<file path="src/rtl/out_fm_acc_fifo_to_ram.sv">
// Output feature-map tile writer: drains the conv-core FIFO into the output RAM at global
// (n,row,col) addresses with clipping, optional read-modify-write accumulate. Optional ReLU: OUT_FM_RELU_EN.
module out_fm_acc_fifo_to_ram #(
  parameter int unsigned CW = 32,
  parameter int unsigned AW = 16,
  parameter int unsigned DW = 32,
  parameter int unsigned N  = 32,
  parameter int unsigned R  = 64,
  parameter int unsigned C  = 32,
  parameter int unsigned K  = 3,
  parameter int unsigned S  = 1,
  parameter int unsigned Tn = 8,
  parameter int unsigned Tr = 16,
  parameter int unsigned Tc = 8
) (
  input  logic          clk,
  input  logic          rst,
  input  logic          start,
  input  logic          acc_mode,
  input  logic          relu_en,
  input  logic          abort,
  input  logic [AW-1:0] tile_base_n,
  input  logic [AW-1:0] tile_base_row,
  input  logic [AW-1:0] tile_base_col,
  output logic          busy,
  output logic          done,
  output logic          fifo_pop,
  input  logic          fifo_empty,
  input  logic [DW-1:0] data_from_fifo,
  output logic          ram_rd_ena,
  output logic [AW-1:0] ram_rd_addr,
  input  logic [DW-1:0] ram_rd_data,
  output logic          ram_wena,
  output logic [AW-1:0] ram_wr_addr,
  output logic [DW-1:0] data_to_ram
);

  localparam int unsigned row_step = ((Tr + S - K) / S) * S;
  localparam int unsigned col_step = ((Tc + S - K) / S) * S;
  localparam int unsigned r_step   = ((R + S - K) / S) * S;
  localparam int unsigned c_step   = ((C + S - K) / S) * S;
  localparam int unsigned EW       = ((AW > CW) ? AW : CW) + 1;
  localparam logic [AW-1:0] rc_a   = AW'(R * C);
  localparam logic [AW-1:0] c_a    = AW'(C);

  typedef enum logic [1:0] {IDLE, RUN, DRAIN} state_t;

  state_t        state_q, state_d;
  logic [CW-1:0] tn_q, tr_q, tc_q;
  logic [AW-1:0] base_n_q, base_row_q, base_col_q;
  logic          acc_q;

  logic          s1_valid, s1_legal, s1_last;
  logic [AW-1:0] s1_addr;
  logic          s2_valid, s2_legal, s2_last;
  logic [AW-1:0] s2_addr;
  logic [DW-1:0] s2_data;

  logic          pop_c, last_elem_c, legal_c, done_slot_c;
  logic [EW-1:0] n_sum_c, r_sum_c, c_sum_c;
  logic [AW-1:0] addr_c;
  logic [DW-1:0] wr_raw_c, wr_val_c;

  // Global coordinates of the element at the counter position.
  assign n_sum_c = EW'(base_n_q)   + EW'(tn_q);
  assign r_sum_c = EW'(base_row_q) + EW'(tr_q);
  assign c_sum_c = EW'(base_col_q) + EW'(tc_q);

  assign legal_c = (n_sum_c < EW'(N)) && (r_sum_c < EW'(r_step)) && (c_sum_c < EW'(c_step)) &&
                   (EW'(tc_q) < EW'(col_step)) && (EW'(tr_q) < EW'(row_step));

  assign addr_c = AW'(n_sum_c) * rc_a + AW'(r_sum_c) * c_a + AW'(c_sum_c);

  assign last_elem_c = (tc_q == CW'(Tc - 1)) && (tr_q == CW'(Tr - 1)) && (tn_q == CW'(Tn - 1));

  // Write stage: FIFO data directly in overwrite mode, registered data + RAM data in accumulate mode.
  assign wr_raw_c = acc_q ? (s2_data + ram_rd_data) : data_from_fifo;

`ifdef OUT_FM_RELU_EN
  logic relu_q;

  always_ff @(posedge clk or negedge rst) begin
    if (!rst) begin
      relu_q <= 1'b0;
    end else if (!abort && state_q == IDLE && start) begin
      relu_q <= relu_en;
    end
  end

  assign wr_val_c = (relu_q && wr_raw_c[DW-1]) ? '0 : wr_raw_c;
`else
  logic unused_relu;
  assign unused_relu = relu_en;
  assign wr_val_c    = wr_raw_c;
`endif

  always_ff @(posedge clk or negedge rst) begin
    if (!rst) begin
      state_q <= IDLE;
    end else begin
      state_q <= state_d;
    end
  end

  always_comb begin
    state_d     = state_q;
    pop_c       = 1'b0;
    done_slot_c = 1'b0;
    busy        = 1'b0;
    done        = 1'b0;
    fifo_pop    = 1'b0;
    ram_rd_ena  = 1'b0;
    ram_rd_addr = s1_addr;
    ram_wena    = 1'b0;
    ram_wr_addr = s1_addr;
    data_to_ram = '0;

    pop_c       = (state_q == RUN) && !fifo_empty;
    done_slot_c = acc_q ? (s2_valid && s2_last) : (s1_valid && s1_last);

    unique case (state_q)
      IDLE:    if (start) state_d = RUN;
      RUN:     if (pop_c && last_elem_c) state_d = DRAIN;
      DRAIN:   if (done_slot_c) state_d = IDLE;
      default: state_d = IDLE;
    endcase
    if (abort) state_d = IDLE;

    busy        = (state_q != IDLE);
    fifo_pop    = pop_c;
    done        = done_slot_c && !abort;
    ram_rd_ena  = s1_valid && s1_legal && acc_q;
    ram_wena    = acc_q ? (s2_valid && s2_legal) : (s1_valid && s1_legal);
    ram_wr_addr = acc_q ? s2_addr : s1_addr;
    data_to_ram = ram_wena ? wr_val_c : '0;
  end

  // Tile counters, latched tile context and the two pipeline stages.
  always_ff @(posedge clk or negedge rst) begin
    if (!rst) begin
      tn_q       <= '0;
      tr_q       <= '0;
      tc_q       <= '0;
      base_n_q   <= '0;
      base_row_q <= '0;
      base_col_q <= '0;
      acc_q      <= 1'b0;
      s1_valid   <= 1'b0;
      s1_legal   <= 1'b0;
      s1_last    <= 1'b0;
      s1_addr    <= '0;
      s2_valid   <= 1'b0;
      s2_legal   <= 1'b0;
      s2_last    <= 1'b0;
      s2_addr    <= '0;
      s2_data    <= '0;
    end else if (abort) begin
      tn_q     <= '0;
      tr_q     <= '0;
      tc_q     <= '0;
      s1_valid <= 1'b0;
      s2_valid <= 1'b0;
    end else begin
      if (state_q == IDLE && start) begin
        tn_q       <= '0;
        tr_q       <= '0;
        tc_q       <= '0;
        base_n_q   <= tile_base_n;
        base_row_q <= tile_base_row;
        base_col_q <= tile_base_col;
        acc_q      <= acc_mode;
      end else if (pop_c) begin
        if (tc_q == CW'(Tc - 1)) begin
          tc_q <= '0;
          if (tr_q == CW'(Tr - 1)) begin
            tr_q <= '0;
            tn_q <= tn_q + CW'(1);
          end else begin
            tr_q <= tr_q + CW'(1);
          end
        end else begin
          tc_q <= tc_q + CW'(1);
        end
      end

      s1_valid <= pop_c;
      s1_legal <= legal_c;
      s1_last  <= last_elem_c;
      s1_addr  <= addr_c;

      // Stage 2 only carries work in accumulate mode; FIFO data is valid during stage 1.
      s2_valid <= s1_valid && acc_q;
      s2_legal <= s1_legal;
      s2_last  <= s1_last;
      s2_addr  <= s1_addr;
      s2_data  <= data_from_fifo;
    end
  end

endmodule

</file>
<file path="config.mk">
export PLATFORM = sky130hd
export DESIGN_NAME = out_fm_acc_fifo_to_ram
export DESIGN_NICKNAME = d
export VERILOG_FILES = /design/src/rtl/out_fm_acc_fifo_to_ram.sv
export SDC_FILE = /design/constraint.sdc
export NUM_CORES = 1
export LEC_CHECK = 0
export ABC_AREA = 1
export BUFFER_PORTS_ARGS = -buffer_cell sky130_fd_sc_hd__buf_2
export CAP_MARGIN = 20
export CORE_MARGIN = 2
export CORE_UTILIZATION = 55
export CTS_CLUSTER_SIZE = 14
export DETAILED_ROUTE_END_ITERATION = 10
export PLACE_DENSITY = 0.79
export SYNTH_ARGS = -nofsm -noshare
export SYNTH_HDL_FRONTEND = slang
export SYNTH_SLANG_ARGS = --single-unit
</file>
<file path="constraint.sdc">
create_clock -name clk -period 3.6 [get_ports clk]
set_input_delay 0.54 -clock clk [delete_from_list [all_inputs] [get_ports clk]]
set_output_delay 0.54 -clock clk [all_outputs]
set_load 0.05 [all_outputs]
</file>
==> flow_summary.json <==
{
  "cts_max_level": 1,
  "path_class": "reg2out",
  "synth_ff_type": "dfrtp_1",
  "path_depth": 13,
  "max_stage_delay_ns": 0.39,
  "leakagePower_nw": 10.5,
  "nNetsFinal": 3050,
  "maxCapViolCount": 0,
  "synth_top_area_share": 0.313,
  "fin_hold_ws_ns": -0.0119,
  "tightest_slew_ns": 0.891,
  "yosysUniqueCellTypes": 57,
  "syn_nets": 2807,
  "setup_viol": 0,
  "ant_nets": 0,
  "pwr-share-comb": 0.386,
  "drt_iter0_drc": 1493,
  "ys.warnings.count": 0,
  "synth_area_leaders": "dfrtp_1, nand2_1, inv_1",
  "die_x_um": 182,
  "cts_inserted_buffers": 25,
  "cts_tree": "yes",
  "grt_max_degree": 100,
  "gp_congestion": 0.994,
  "hold_buffers": 0,
  "critPathMaxFanout": 5,
  "pwr-share-seq": 0.312,
  "critPathRequiredTime_ns": 3.06,
  "layout_min_cycle_time_ns": 3.58,
  "vdd_ir_drop_max_mv": 0.417,
  "skew_ns": 0.0158,
  "viasPerCell": 5.64,
  "synth_cells": 2582,
  "fmax_mhz": 279,
  "fp.dieH_um": 182,
  "syn_avg_cell_area_um2": 6.71,
  "fill_cells": 2752,
  "cts-root-buf": "clkbuf_16",
  "worstRegToRegCells": 17,
  "slowest_stage": "dfrtp_1",
  "drive_gt1_frac": 0.161,
  "synth_common_cells": "nand2_1, inv_1, nor2_1",
  "start_util": 0.562,
  "clkTransAtPathRegs_ns": 0.06,
  "clock_power_share": 0.302,
  "cp_top_family": "compound AO/OA/AOI/OAI gates",
  "worstPathCellList": "ha_1 -> a21oi_1 -> inv_1 -> a31oi_1 -> o21ai_0 -> nand2_1 -> nand3_2 -> a21o_1 -> xor2_1 -> o21ai_0 -> buf_4 -> inv_1 -> buf_4",
  "worst_setup_path_end_kind": "output port",
  "rows": 64,
  "drt-pass1-iter-count": 6,
  "slew_headroom": 0.406,
  "clock-sinks": 217,
  "slew_viol_final": 0,
  "p_total_mw": 9.44,
  "internal_power_mw": 5.79,
  "status": "finished, violations left",
  "powerDensity_mw_per_mm2": 461,
  "area_growth_pct": 18.3,
  "dieArea_mm2": 0.0329,
  "totalWireLength_mm": 55.3,
  "io_buffers": 186,
  "dpl_cell_area_mm2": 0.0191,
  "rsz0062_at_grt": "yes",
  "yosys.area.top_type": "dfrtp_1",
  "worst-path-buf-inv": 4,
  "drc_errors": 0,
  "antenna_found_initial": 2,
  "min_path_type": "in2async",
  "r2r_slack_ns": 0.12,
  "power.switching_mw": 3.65,
  "yosysMostFrequentCell": "nand2_1",
  "yosysSeqAreaShare": 0.313,
  "core_mm2": 0.0308,
  "dp_hpwl_mm": 42.9,
  "tns_ns": 0,
  "p_sw_frac": 0.387,
  "grt_overflow": 0,
  "hold_viol": 3,
  "layout_setup_ws_ns": 0.0191,
  "wl_per_cell_um": 17.1,
  "worst_ep_arrival_time_ns": 3.04,
  "grt_pass1_wl_mm": 88.6,
  "ys_ff_latch": 217,
  "insertion_delay_ns": 0.54,
  "finalInstanceArea_mm2": 0.0205,
  "place_ws_ns": -0.0888,
  "clock_path_buffers": 3,
  "period_share": 0.995,
  "synthArstFlopShare": 1.00,
  "synth_area_mm2": 0.0173,
  "synth-edff-count": 0,
  "vias": 18279,
  "top_level_ports": 188,
  "failed_checks": "negative hold slack",
  "track_usage": 0.330,
  "grt_pass1_vias": 17405,
  "setup.worst_path.start_class": "register"
}
## power groups by stage
stage | combinational, mW | sequential, mW | clock, mW
final | 3.64 | 2.95 | 2.85
after global routing | 3.99 | 2.98 | 2.96
after CTS | 3.47 | 2.93 | 2.88
after detailed placement | 3.41 | 2.97 | 0
after global placement | 3.34 | 2.96 | 0
after floorplan | 2.07 | 3.16 | 0
## repair_timing
action / CTS / global route
gates resized for setup: 33 / 78
cloned: 0 / 0
setup buffers: 1 / 7
pin swaps: 5 / 11
endpoints found under the setup margin: 19 / 23
## flip-flops by register name, summed over array words and instances, names as in the netlist, 2 cells and up
| signal | flops |
|---|---|
| tc_q | 32 |
| ram_rd_addr | 16 |
| s2_data | 32 |
| tr_q | 32 |
| base_row_q | 16 |
| state_q | 2 |
| base_col_q | 16 |
| base_n_q | 16 |
| s2_addr | 16 |
| tn_q | 32 |
## per-stage QoR
stage / utilization / hold slack [ns] / cells
finish: 0.665 / -0.0119 / 3241
global route: 0.665 / 0.0890 / 3241
CTS: 0.654 / 0.0555 / 3232
detailed placement: 0.620 / 0.474 / 3186
global placement: 0.620 / 0.467 / 3186
floorplan: - / 0.244 / 2582
## final timing paths
kind / to / startpoint
max in group asynchronous: tc_q[29] / rst
min in group clk: s2_data[19] / data_from_fifo[19]
worst min-delay path: s2_data[15] / rst
worst max-delay path: data_to_ram[27] / s2_data[12]
worst min register to register: s2_addr[15] / s2_addr[15]
worst max register to register: ram_rd_addr[15] / base_col_q[7]
## kinds of logic after synthesis
family	after synthesis	synth area share
and+or+nand+nor	1265	0.310
AOI/OAI and AO/OA	433	0.135
muxes	48	0.0311
adders and majority gates	106	0.0804
xor gates and xnor gates	63	0.0318
buffers and inverters	450	0.0981
DFF	217	0.313
## worst reg2reg max path: stages (launching register included)
cell	delay, ns
dfrtp_1	0.41
ha_2	0.41
nand2_1	0.06
nand2_1	0.08
inv_1	0.07
o21bai_1	0.25
a21oi_2	0.12
nand2_2	0.13
xor2_4	0.21
fa_1	0.45
ha_1	0.31
inv_1	0.07
nor3_2	0.20
nand3_1	0.09
nand4_1	0.12
xnor2_1	0.14
xnor2_1	0.13
o21ai_0	0.08
## metal layers
| layer | GRT usage | up-vias | routed length [µm] |
|---|---|---|---|
| met3 | 0.0451 | 142 | 3830 |
| li1 | - | 8894 | - |
| met1 | 0.443 | 8537 | 24000 |
| met2 | 0.553 | 706 | 25500 |
| met4 | 0.107 | 0 | 2000 |
| met5 | 0 | - | 0 |
## placed cells by master, fill, tap and decap left out, drive strengths merged, types with 3 or more instances in the layout
cell type / count
or2: 5
a211oi: 6
buf: 259
nand4: 53
mux2: 47
clkbuf: 38
o21bai: 4
nor2: 296
o21ai: 190
dfrtp: 217
o22ai: 8
o211ai: 3
a21oi: 169
o221ai: 3
nand2: 664
a31oi: 16
bufinv: 5
nand3b: 11
inv: 404
nor4: 20
and2: 3
clkinv: 4
a21boi: 3
o21a: 7
xor2: 46
fa: 9
o41ai: 3
a21o: 11
nor3: 67
xnor2: 17
ha: 97
nand3: 142
nor3b: 3
## final cells by class
| cell class | count | area [µm²] | area share |
|---|---|---|---|
| multi-input combinational | 1915 | 10500 | 0.514 |
| sequential | 217 | 5430 | 0.265 |
| timing repair buffer | 262 | 1600 | 0.0780 |
| inverter | 404 | 1520 | 0.0741 |
| clock buffer | 35 | 733 | 0.0358 |
| tap | 396 | 495 | 0.0242 |
| clock inverter | 10 | 181 | 0.00885 |
| antenna | 2 | 5.00 | 0.000244 |
Power figures use the tool's default switching activity.
